File: config.mk
export PLATFORM = sky130hd
export DESIGN_NAME = rob_value_buffer
export DESIGN_NICKNAME = d
export VERILOG_FILES = /design/src/rtl/rob_pkg.sv /design/src/rtl/rob_value_read_port.sv /design/src/rtl/rob_value_buffer.sv
export SDC_FILE = /design/constraint.sdc
export NUM_CORES = 1
export LEC_CHECK = 0
export CAP_MARGIN = 40
export CORE_MARGIN = 2
export CORE_UTILIZATION = 35
export CTS_CLUSTER_DIAMETER = 120
export DETAILED_ROUTE_END_ITERATION = 16
export GPL_ROUTABILITY_DRIVEN = 0
export PLACE_DENSITY = 0.54
export SYNTH_ARGS = -nofsm -noshare
export SYNTH_HDL_FRONTEND = slang
export SYNTH_SLANG_ARGS = --single-unit
File: constraint.sdc
create_clock -name clk -period 7.85 [get_ports clk]
set_clock_uncertainty 0.2 [all_clocks]
set_input_delay 1.9625 -clock clk [delete_from_list [all_inputs] [get_ports clk]]
set_output_delay 1.9625 -clock clk [all_outputs]
set_load 0.01 [all_outputs]
File: src/rtl/rob_pkg.sv
// Shared ROB definitions: default sizing, tag type and CDB broadcast record.
package rob_pkg;

    localparam int ROB_DEPTH = 8;
    localparam int ROBW      = $clog2(ROB_DEPTH);
    localparam int WIDTH     = 32;

    typedef logic [ROBW-1:0] rob_tag_t;

    typedef struct packed {
        logic             valid;
        rob_tag_t         rob;
        logic [WIDTH-1:0] result;
    } cdb_t;

endpackage

File: src/rtl/rob_value_read_port.sv
// One rename read port: captures the entry's next state, then bypasses a
// matching CDB broadcast on the following cycle.
module rob_value_read_port
    import rob_pkg::*;
#(
    parameter int ROBW  = 3,
    parameter int WIDTH = 32,
    parameter int NCDB  = 1
) (
    input  logic                  clk,
    input  logic                  rst_n,
    input  logic                  en,
    input  logic [ROBW-1:0]       rob,
    input  logic                  ready_next,
    input  logic [WIDTH-1:0]      data_next,
    input  logic                  flush,
    input  logic [NCDB-1:0]       cdb_valid,
    input  logic [NCDB*ROBW-1:0]  cdb_rob,
    input  logic [NCDB*WIDTH-1:0] cdb_result,
    output logic                  valid,
    output logic [WIDTH-1:0]      value
);

    logic             valid_q;
    logic [WIDTH-1:0] value_q;
    logic [ROBW-1:0]  rob_q;
    logic             hit;

    always_ff @(posedge clk or negedge rst_n) begin
        if (!rst_n) begin
            valid_q <= 1'b0;
            value_q <= '0;
            rob_q   <= '0;
        end else if (en) begin
            valid_q <= ready_next & ~flush;
            value_q <= data_next;
            rob_q   <= rob;
        end else begin
            valid_q <= 1'b0;
        end
    end

    // Lowest-numbered bus wins the bypass; flush suppresses it entirely.
    always_comb begin
        valid = valid_q;
        value = value_q;
        hit   = 1'b0;
        for (int unsigned b = 0; b < NCDB; b++) begin
            if (!hit && cdb_valid[b] && cdb_rob[b*ROBW +: ROBW] == rob_q) begin
                hit   = 1'b1;
                valid = 1'b1;
                value = cdb_result[b*WIDTH +: WIDTH];
            end
        end
        if (flush) begin
            valid = 1'b0;
            value = value_q;
        end
    end

endmodule

File: src/rtl/rob_value_buffer.sv
// ROB-tag-indexed result buffer with NCDB writers, NCOMMIT clears and NRD reads.
// Optional ready_count output under ROB_VALUE_BUFFER_OCCUPANCY_EN.
module rob_value_buffer #(
    parameter int   ROB_DEPTH = rob_pkg::ROB_DEPTH,
    parameter int   WIDTH     = rob_pkg::WIDTH,
    parameter int   NRD       = 2,
    parameter int   NCDB      = 1,
    parameter int   NCOMMIT   = 1,
    localparam int  ROBW      = $clog2(ROB_DEPTH)
) (
    input  logic                     clk,
    input  logic                     rst_n,
    input  logic [NCDB-1:0]          cdb_valid,
    input  logic [NCDB*ROBW-1:0]     cdb_rob,
    input  logic [NCDB*WIDTH-1:0]    cdb_result,
    input  logic [NRD-1:0]           rd_en,
    input  logic [NRD*ROBW-1:0]      rd_rob,
    input  logic [NCOMMIT-1:0]       commit_valid,
    input  logic [NCOMMIT*ROBW-1:0]  commit_rob,
    input  logic                     flush,
    output logic [NRD-1:0]           rd_valid,
    output logic [NRD*WIDTH-1:0]     rd_value
`ifdef ROB_VALUE_BUFFER_OCCUPANCY_EN
    ,
    output logic [ROBW:0]            ready_count
`endif
);

    import rob_pkg::*;

    logic [ROB_DEPTH-1:0] ready;
    logic [ROB_DEPTH-1:0] ready_nx;
    logic [WIDTH-1:0]     data    [ROB_DEPTH];
    logic [WIDTH-1:0]     data_nx [ROB_DEPTH];

    // Buses applied highest index first so the lowest bus is the final writer.
    always_comb begin
        ready_nx = ready;
        data_nx  = data;
        for (int unsigned i = 0; i < NCDB; i++) begin
            automatic int unsigned b = NCDB - 1 - i;
            if (cdb_valid[b]) begin
                ready_nx[cdb_rob[b*ROBW +: ROBW]] = 1'b1;
                data_nx[cdb_rob[b*ROBW +: ROBW]]  = cdb_result[b*WIDTH +: WIDTH];
            end
        end
        for (int unsigned c = 0; c < NCOMMIT; c++) begin
            if (commit_valid[c]) begin
                ready_nx[commit_rob[c*ROBW +: ROBW]] = 1'b0;
            end
        end
        if (flush) begin
            ready_nx = '0;
        end
    end

    always_ff @(posedge clk or negedge rst_n) begin
        if (!rst_n) begin
            ready <= '0;
        end else begin
            ready <= ready_nx;
        end
    end

    always_ff @(posedge clk) begin
        data <= data_nx;
    end

    for (genvar p = 0; p < NRD; p++) begin : g_rd
        logic [ROBW-1:0] tag;
        assign tag = rd_rob[p*ROBW +: ROBW];

        rob_value_read_port #(
            .ROBW  (ROBW),
            .WIDTH (WIDTH),
            .NCDB  (NCDB)
        ) u_port (
            .clk        (clk),
            .rst_n      (rst_n),
            .en         (rd_en[p]),
            .rob        (tag),
            .ready_next (ready_nx[tag]),
            .data_next  (data_nx[tag]),
            .flush      (flush),
            .cdb_valid  (cdb_valid),
            .cdb_rob    (cdb_rob),
            .cdb_result (cdb_result),
            .valid      (rd_valid[p]),
            .value      (rd_value[p*WIDTH +: WIDTH])
        );
    end

    for (genvar b1 = 0; b1 < NCDB; b1++) begin : g_cdb_chk
        for (genvar b2 = b1 + 1; b2 < NCDB; b2++) begin : g_pair
            assert property (@(posedge clk) disable iff (!rst_n)
                !(cdb_valid[b1] && cdb_valid[b2] &&
                  cdb_rob[b1*ROBW +: ROBW] == cdb_rob[b2*ROBW +: ROBW]));
        end
    end

`ifdef ROB_VALUE_BUFFER_OCCUPANCY_EN
    localparam int CW = ROBW + 1;
    logic [CW-1:0] count_nx;

    always_comb begin
        count_nx = '0;
        for (int unsigned i = 0; i < ROB_DEPTH; i++) begin
            count_nx = count_nx + CW'(ready_nx[i]);
        end
    end

    always_ff @(posedge clk or negedge rst_n) begin
        if (!rst_n) begin
            ready_count <= '0;
        end else begin
            ready_count <= count_nx;
        end
    end

    assert property (@(posedge clk) disable iff (!rst_n)
        ready_count == CW'($countones(ready)));
`endif

endmodule

==> out/metrics.cfg, run 1 <==
[drt]
viasPerCell=5.759
drt_iter0_markers=1192
vias=14590
drt-pass1-iter-count=6
wirelength_um=58590
drc=0
routedWlPerCell_um=23.12
detail-route-antenna-nets=0

[worst_setup_path]
critical_path_required_ns=5.69
slowest_stage=clkdlybuf4s50_1
slowest_delay_ns=0.78
crit_top_cell=clkdlybuf4s50_1
worstSetupPathType=primary input to primary output
path_max_fanout=33
critPathTopFamily=buffers and inverters
worst-endpoint-arrival_ns=4.58
start_kind=primary input
path_cells=clkdlybuf4s50_1, nor2b_1, nand4_1, buf_4, mux2_2, clkdlybuf4s50_1
critPathCaptureType=primary output
crit_buf_inv=3

[synthesis]
synth_nets=1916
synth_edf_count=0
avgSynthCellArea_um2=9.170
yosys_most_used_dff=dfxtp_1
ys_types=66
synthTopCellsByArea=dfxtp_1 30%, dfrtp_1 12%, mux2_2 11%, nand2_1 5.9%, mux2i_1 5.7%
yosysWarnings=0
syn_area_mm2=0.01710
postSynthCellCount=1865
synth-seq-cells=336
async_reset_ff_frac=0.2381
yosysTopAreaCellShare=0.2997
synth-seq-area-share=0.4167
synth_largest_area_cell=dfxtp_1

[cts]
cts_buffer_depth=3
cts_setup_buffers=0
cts_buffers=38
clk_pin_slew_ns=0.05
cts_root_buffer=clkbuf_16
clk_latency_ns=0.56
cts_htree_levels=2
cts.sinks=336
cts_tree=done
hold_buffers=0
cts_resized=0

[timing]
holdWs_ns=0.2561
finalCriticalPeriod_ns=6.743
tightestPinTransition_ns=0.9164
finalSetupTns_ns=0
slew_headroom=0.3871
setup_viol=0
drv_slew=0
grt_setup_unrepaired=false
min_period_over_period=0.8590
hold_viol=0
fmax_mhz=148.3

[power]
total_leakage_power_nw=8.580
p_clk_frac=0.363
p_per_area_mw_per_mm2=266.5
swShare=0.2865
p_sw_mw=1.529
ir_drop_mv=0.1258
p_int_mw=3.808
p_seq_frac=0.425
combPwrFrac=0.212

[finish]
area.growth.synth_to_final_pct=17.12
final_nets=1933
fillCellCount=4762
antenna_cells=0
drive_above_1_share=0.1663
finish.utilization=0.4126

[global_route]
grt.total_usage=0.2313
antenna_found_initial=1
grt_pass1_wl_um=89530
grt_max_degree=59
grt_pass1_vias=14610
gr-total-overflow=0

[placement]
hpwlAfterDp_um=36030
place.port_buffers=116

[job]
timing.max_cap.violations=0

[status]
outcome=finished clean

[worst_hold_path]
hold_class=flop to flop

[floorplan]
die_h_um=225.0
core_mm2=0.04855
start_util=0.3523
rows=81
dieWidth_um=225.0
pin_count=117
dieArea_mm2=0.05065

==> metrics by stage <==
stage	power, mW	cells	setup WS (ns)	cell area, µm²
2_1_floorplan	3.001	1865	2.486	17100
4_1_cts	5.372	2534	1.077	20030
5_1_grt	5.599	2534	1.006	20030
3_3_place_gp	3.389	2451	1.127	18440
3_5_place_dp	3.430	2464	1.088	18670
6_report	5.338	2534	1.107	20030
==> final cells by class <==
class / instances / area [µm²] / share of cell area
sequential: 336 / 7127 / 0.3558
tap: 622 / 778.2 / 0.03886
inverter: 104 / 390.4 / 0.01949
clock buffer: 59 / 1226 / 0.06122
clock inverter: 11 / 130.1 / 0.006497
multi-input combinational: 1246 / 8790 / 0.4388
timing repair buffer: 156 / 1588 / 0.07927
==> flip-flops by register name, summed over array words and instances, names as in the netlist <==
signal,flops
data,256
g_rd.u_port.rob_q,6
g_rd.u_port.valid_q,2
g_rd.u_port.value_q,64
ready,8
==> tightest hold or removal path, stage by stage (launching register included) <==
cell     delay (ns)
dfxtp_1        0.31
nand2_1        0.05
nand2_1        0.04
==> routing by layer <==
layer | vias up | wire length [µm] | share of wire | global-route usage
met5 | - | 13 | 0.00022 | 0
met4 | 2 | 2203 | 0.038 | 0.1013
met3 | 140 | 3102 | 0.053 | 0.03012
met2 | 497 | 27820 | 0.47 | 0.3940
met1 | 7167 | 25450 | 0.43 | 0.2931
li1 | 6787 | - | - | -
==> cells in the final DEF (no fill, tap or decap), types with 9 or more instances in the layout <==
| cell | synthesis | final |
|---|---|---|
| or3_1 | 65 | 65 |
| clkdlybuf4s50_1 | 0 | 113 |
| mux2_2 | 172 | 172 |
| clkbuf_8 | 0 | 9 |
| a22oi_1 | 12 | 12 |
| o21ai_0 | 9 | 9 |
| dfxtp_1 | 256 | 256 |
| a21oi_1 | 53 | 52 |
| nor2_1 | 84 | 81 |
| inv_1 | 101 | 100 |
| nand4_1 | 16 | 16 |
| a221oi_1 | 13 | 13 |
| nand3_1 | 38 | 38 |
| o2111ai_1 | 55 | 55 |
| clkbuf_16 | 0 | 43 |
| o221a_2 | 9 | 9 |
| mux2i_1 | 98 | 98 |
| buf_4 | 14 | 30 |
| nand3b_1 | 28 | 28 |
| dfrtp_1 | 80 | 80 |
| nor3_1 | 24 | 23 |
| o211ai_1 | 71 | 71 |
| o22ai_1 | 85 | 85 |
| nand2_1 | 268 | 266 |
| o31a_1 | 44 | 44 |
==> power groups by stage <==
stage,Combinational [mW],Sequential (mW),Clock [mW]
finish,1.13,2.27,1.94
global route,1.25,2.31,2.04
global placement,1.09,2.29,0
CTS,1.14,2.27,1.97
floorplan,0.769,2.23,0
detailed placement,1.13,2.30,0
==> worst paths after layout <==
check	startpoint	endpoint	slack (ns)	cells after the start
max reg2reg	ready[4]	g_rd[1].u_port.valid_q	6.23	4
min in group asynchronous	rst_n	ready[6]	1.20	1
min reg2reg	data[148]	data[148]	0.26	2
max	cdb_valid	rd_value[44]	1.11	6
max in group asynchronous	rst_n	g_rd[0].u_port.value_q[18]	5.14	2
min	data[148]	data[148]	0.26	2
==> cells in the mapped netlist (12+ instances only) <==
library cell  instances
a21oi_1              53
a221oi_1             13
a22oi_1              12
buf_1                19
buf_2                43
buf_4                14
clkbuf_1             96
dfrtp_1              80
dfxtp_1             256
inv_1               101
mux2_2              172
mux2i_1              98
nand2_1             268
nand3_1              38
nand3b_1             28
nand4_1              16
nor2_1               84
nor3_1               24
o2111ai_1            55
o211ai_1             71
o22ai_1              85
o31a_1               44
or3_1                65
==> logic make-up after synthesis <==
kind of cell    Yosys count  synth area share
compound gates          402            0.1748
xor+xnor                 10          0.006219
buf+inv                 283           0.07141
flops                   336            0.4167
mux                     270            0.1706
simple gates            564            0.1602
No activity file was read; power rests on OpenSTA's default activity.
==> inputs of run 2 (changes only) <==
Settings changed: CTS_CLUSTER_SIZE set to 8.
==> run 2 against run 1 <==
Against the previous run: first-iteration DRC count is 9.0% lower; sequential share of layout area about the same; count of clock-buffer cells in the layout grew 17; clock power is 2% lower; worst hold slack got worse by 0.0014 ns; largest power group unchanged.
==> out/metrics.cfg, run 2 (synthesis results as in run 1) <==
[status]
outcome=finished clean

[finish]
regArea_mm2=0.007127  ; unchanged
antenna_cells=0  ; unchanged
reg_top3=data (256), g_rd.u_port.value_q (64), ready (8)
fillCellCount=4775  ; +0.27%
largest_reg_flops=256  ; unchanged
stdcell_count=2542  ; +0.32%
final_cell_mix=266 x nand2_1, 256 x dfxtp_1, 172 x mux2_2
multiInputGateArea_mm2=0.008790  ; unchanged
area.growth.synth_to_final_pct=16.97
regMostFlops=data
mostFrequentLayoutCell=nand2_1
drive_above_1_share=0.1589  ; -0.007464
finish.utilization=0.4121  ; -0.0005160
fin_area_mm2=0.02000  ; -0.12%
final_nets=1942  ; +0.47%

[drt]
detail-route-antenna-nets=0  ; unchanged
wirelength_um=58740  ; +0.26%
drc=0  ; unchanged
routedWlPerCell_um=23.11  ; about the same
drt_iter0_markers=1085  ; -9.0%
drt-pass1-iter-count=5  ; -1
viasPerCell=5.754  ; about the same
vias=14630  ; +0.23%

[cts]
cts_buffers=47  ; +24%
hold_buffers=0  ; unchanged
cts_buffer_depth=3  ; unchanged
cts.sinks=336  ; unchanged
cts_tree=done
cts_root_buffer=clkbuf_16
cts_setup_buffers=0  ; unchanged
cts_htree_levels=2  ; unchanged
clk_latency_ns=0.59  ; +0.03 ns
cts_resized=0  ; unchanged
clk_pin_slew_ns=0.05  ; about the same

[worst_setup_path]
critPathCaptureType=primary output
slowest_stage=clkdlybuf4s50_1
worstSetupPathType=primary input to primary output
reg2reg_slack_ns=6.20  ; -0.03 ns
start_kind=primary input
path_max_fanout=33  ; unchanged
path_cells=clkdlybuf4s50_1, nor2b_1, nand4_1, buf_4, mux2_2, clkdlybuf4s50_1
slowest_delay_ns=0.78  ; about the same
worst-endpoint-arrival_ns=4.59  ; about the same
critical_path_required_ns=5.69  ; about the same
crit_top_cell=clkdlybuf4s50_1

[timing]
holdWs_ns=0.2546  ; -0.001419 ns
drv_slew=0  ; unchanged
finalCriticalPeriod_ns=6.757  ; +0.01372 ns
tightestPinTransition_ns=0.9218  ; +0.005367 ns
slew_headroom=0.3855  ; -0.001664
fin_ws_ns=1.093  ; -0.01372 ns
fmax_mhz=148.0  ; -0.20%
hold_viol=0  ; unchanged
min_period_over_period=0.8607  ; +0.001748
grt_setup_unrepaired=false
setup_viol=0  ; unchanged
finalSetupTns_ns=0  ; unchanged

[power]
total_leakage_power_nw=8.540  ; -0.47%
fin_total_pwr_mw=5.307  ; -0.58%
p_per_area_mw_per_mm2=265.3  ; -0.46%
ir_drop_mv=0.1557  ; +24%

[global_route]
grt.total_usage=0.2324  ; +0.001044
grt_pass1_vias=14630  ; +0.14%
grt_max_degree=59  ; unchanged
gr-total-overflow=0  ; unchanged
grt_pass1_wl_um=89820  ; +0.32%
antenna_found_initial=1  ; unchanged

[placement]
hpwlAfterDp_um=36030  ; unchanged
postPlaceCellArea_mm2=0.01867  ; unchanged
placedCellCount=2464  ; unchanged
place.port_buffers=116  ; unchanged
pre_cts_slack_ns=1.088  ; unchanged

[floorplan]
start_util=0.3523  ; unchanged
dieArea_mm2=0.05065  ; unchanged
pin_count=117  ; unchanged
dieWidth_um=225.0  ; unchanged
core_mm2=0.04855  ; unchanged
rows=81  ; unchanged
die_h_um=225.0  ; unchanged

[job]
timing.max_cap.violations=0  ; unchanged

[worst_hold_path]
hold_class=flop to flop

==> run 2: changes by cell type in the layout (fill, tap and decap cells not counted) <==
| cell | delta |
|---|---|
| inv_6 | +1 |
| clkbuf_8 | -9 |
| clkbuf_16 | +5 |
| clkbuf_1 | +21 |
| clkinv_8 | +1 |
| clkinv_2 | -8 |
| bufinv_16 | -3 |
==> run 2: power by group <==
part	switching (mW)	total, mW	internal (mW)	leakage, nW
logic	0.582	1.13	0.552	4.74
clock network	0.778	1.90	1.12	0.636
registers	0.187	2.27	2.08	3.16
==> run 2: path summary, 6_finish.rpt <==
kind	startpoint	endpoint	cells past startpoint
max	cdb_valid	rd_value[44]	6
min	data[148]	data[148]	2
max reg2reg	ready[6]	g_rd[0].u_port.valid_q	4
min reg2reg	data[148]	data[148]	2
max in group asynchronous	rst_n	g_rd[0].u_port.value_q[10]	2
min in group asynchronous	rst_n	g_rd[1].u_port.valid_q	1
==> run 2: critical path, delay by kind of cell <==
family	cells	cell delay, ns
multiplexers	1	0.41
buffers and inverters	3	1.76
AND/OR/NAND/NOR	2	0.42
==> run 2: final cells by class <==
class | count | share of cell area
Inverter | 104 | 0.01951
Clock inverter | 2 | 0.001251
Clock buffer | 76 | 0.06530
Tap cell | 622 | 0.03890
Sequential cell | 336 | 0.3563
Timing Repair Buffer | 156 | 0.07937
Multi-Input combinational cell | 1246 | 0.4394
==> run 2: metal layers <==
layer | share of wire | vias up | track usage
met5 | 0.00022 | - | 0
met4 | 0.034 | 2 | 0.08972
met3 | 0.059 | 138 | 0.04133
met2 | 0.47 | 496 | 0.3951
met1 | 0.43 | 7188 | 0.2926
li1 | - | 6802 | -
==> inputs of run 3 (changes only) <==
Settings changed: CTS_BUF_LIST set to sky130_fd_sc_hd__clkbuf_4 sky130_fd_sc_hd__clkbuf_8 sky130_fd_sc_hd__clkbuf_16.
==> run 3 against run 2 <==
Against the previous run: routed wire length is 0.21% lower; setup slack worse by 0.0090 ns; cell count stayed put; count of clock-buffer cells in the layout stayed put; largest cell class unchanged.
==> out/metrics.cfg, run 3 (synthesis results as in run 1) <==
[status]
outcome=finished clean

[power]
p_seq_frac=0.420  ; -0.008
fin_total_pwr_mw=5.400  ; +1.8%
ir_drop_mv=0.1543  ; -0.87%
swShare=0.2859  ; -0.005575
p_clk_frac=0.370  ; +0.012
combPwrFrac=0.210  ; -0.004
p_int_mw=3.856  ; +2.6%
total_leakage_power_nw=8.635  ; +1.1%
p_per_area_mw_per_mm2=268.6  ; +1.2%
p_sw_mw=1.544  ; -0.18%

[floorplan]
start_util=0.3523  ; unchanged
die_h_um=225.0  ; unchanged
rows=81  ; unchanged
dieWidth_um=225.0  ; unchanged
pin_count=117  ; unchanged
core_mm2=0.04855  ; unchanged
dieArea_mm2=0.05065  ; unchanged

[cts]
cts_tree=done
cts_buffers=47  ; unchanged
cts_root_buffer=clkbuf_16
cts.sinks=336  ; unchanged
cts_htree_levels=2  ; unchanged
cts_resized=0  ; unchanged
clk_latency_ns=0.59  ; about the same
cts_buffer_depth=3  ; unchanged
clk_pin_slew_ns=0.05  ; about the same
hold_buffers=0  ; unchanged
cts_setup_buffers=0  ; unchanged

[worst_hold_path]
min_to=data[148]
hold_class=flop to flop
min-delay-start=data[148]
hold_depth=2  ; unchanged

[timing]
holdWs_ns=0.2548  ; +0.0001120 ns
drv_slew=0  ; unchanged
setup_viol=0  ; unchanged
finalCriticalPeriod_ns=6.766  ; +0.009020 ns
grt_setup_unrepaired=false
slew_headroom=0.3884  ; +0.002885
finalSetupTns_ns=0  ; unchanged
min_period_over_period=0.8619  ; +0.001149
hold_viol=0  ; unchanged
fmax_mhz=147.8  ; -0.13%
tightestPinTransition_ns=0.9175  ; -0.004328 ns

[drt]
routedWlPerCell_um=23.06  ; -0.21%
viasPerCell=5.727  ; -0.47%
detail-route-antenna-nets=0  ; unchanged
wirelength_um=58620  ; -0.21%
drt_iter0_markers=1051  ; -3.1%
drt-pass1-iter-count=7  ; +2
vias=14560  ; -0.47%
drc=0  ; unchanged

[global_route]
antenna_found_initial=1  ; unchanged
grt.total_usage=0.2320  ; -0.0004012
grt_pass1_wl_um=89670  ; -0.16%
grt_pass1_vias=14600  ; -0.23%
gr-total-overflow=0  ; unchanged
grt_max_degree=59  ; unchanged

[finish]
area.growth.synth_to_final_pct=17.59
drive_above_1_share=0.1734  ; +0.01458
mostFrequentLayoutCell=nand2_1
final_nets=1942  ; unchanged
regMostFlops=data
final_cell_mix=266 x nand2_1, 256 x dfxtp_1, 172 x mux2_2
finish.utilization=0.4142  ; +0.002165
reg_top3=data (256), g_rd.u_port.value_q (64), ready (8)
largest_reg_flops=256  ; unchanged
antenna_cells=0  ; unchanged

[placement]
hpwlAfterDp_um=36030  ; unchanged
place.port_buffers=116  ; unchanged

[worst_setup_path]
critPathCaptureType=primary output
path_max_fanout=33  ; unchanged
worst-endpoint-arrival_ns=4.60  ; about the same
slowest_stage=clkdlybuf4s50_1
crit_top_cell=clkdlybuf4s50_1
reg2reg_to=g_rd[0].u_port.valid_q
start_kind=primary input
regToRegStartpoint=ready[4]
ff2ff_path_depth=4  ; unchanged
path_cells=clkdlybuf4s50_1, nor2b_1, nand4_1, buf_4, mux2_2, clkdlybuf4s50_1
reg2reg_slack_ns=6.23  ; +0.03 ns
worstSetupPathType=primary input to primary output
critPathLaunch=cdb_valid
critical_path_required_ns=5.69  ; about the same
slowest_delay_ns=0.78  ; about the same

[job]
timing.max_cap.violations=0  ; unchanged

-- run 3: final cells by class --
cell class                      count  area (µm²)
Inverter                          104       390.4
Timing Repair Buffer              156        1588
Sequential cell                   336        7127
Fill cell                        4756       28440
Tap cell                          622       778.2
Clock inverter                      2       25.02
Clock buffer                       76        1411
Multi-Input combinational cell   1246        8790
-- run 3: layer usage --
metal / vias to the layer above / GRT usage / part of all wire
li1: 6801 / - / -
met1: 7147 / 0.2923 / 0.43
met2: 464 / 0.3948 / 0.47
met3: 143 / 0.04055 / 0.055
met4: 2 / 0.08930 / 0.035
met5: - / 0 / 0.00022
-- run 3: worst max-delay path by stage --
stage	slack (ns)	cells after the start	to
final	1.08	6	rd_value[44]
after global routing	1.01	6	rd_value[44]
after CTS	1.08	6	rd_value[44]
after detailed placement	1.09	6	rd_value[44]
after global placement	1.13	6	rd_value[44]
after floorplan	2.49	6	rd_value[35]
-- run 3: worst max-delay path: cells and delay by family --
| family | cells | cell delay, ns |
|---|---|---|
| buf+inv | 3 | 1.76 |
| simple gates | 2 | 0.42 |
| mux | 1 | 0.41 |
-- run 3: stage by stage --
step / setup slack [ns] / cell area, µm² / instances
finish: 1.084 / 20110 / 2542
global route: 1.007 / 20110 / 2542
CTS: 1.077 / 20110 / 2542
detailed placement: 1.088 / 18670 / 2464
global placement: 1.127 / 18440 / 2451
floorplan: 2.486 / 17100 / 1865
-- run 3: power groups by stage --
stage	clock (mW)	combinational (mW)	sequential, mW
floorplan	0	0.769	2.23
global placement	0	1.09	2.29
detailed placement	0	1.13	2.30
CTS	2.04	1.14	2.27
global route	2.12	1.25	2.31
finish	2.00	1.13	2.27
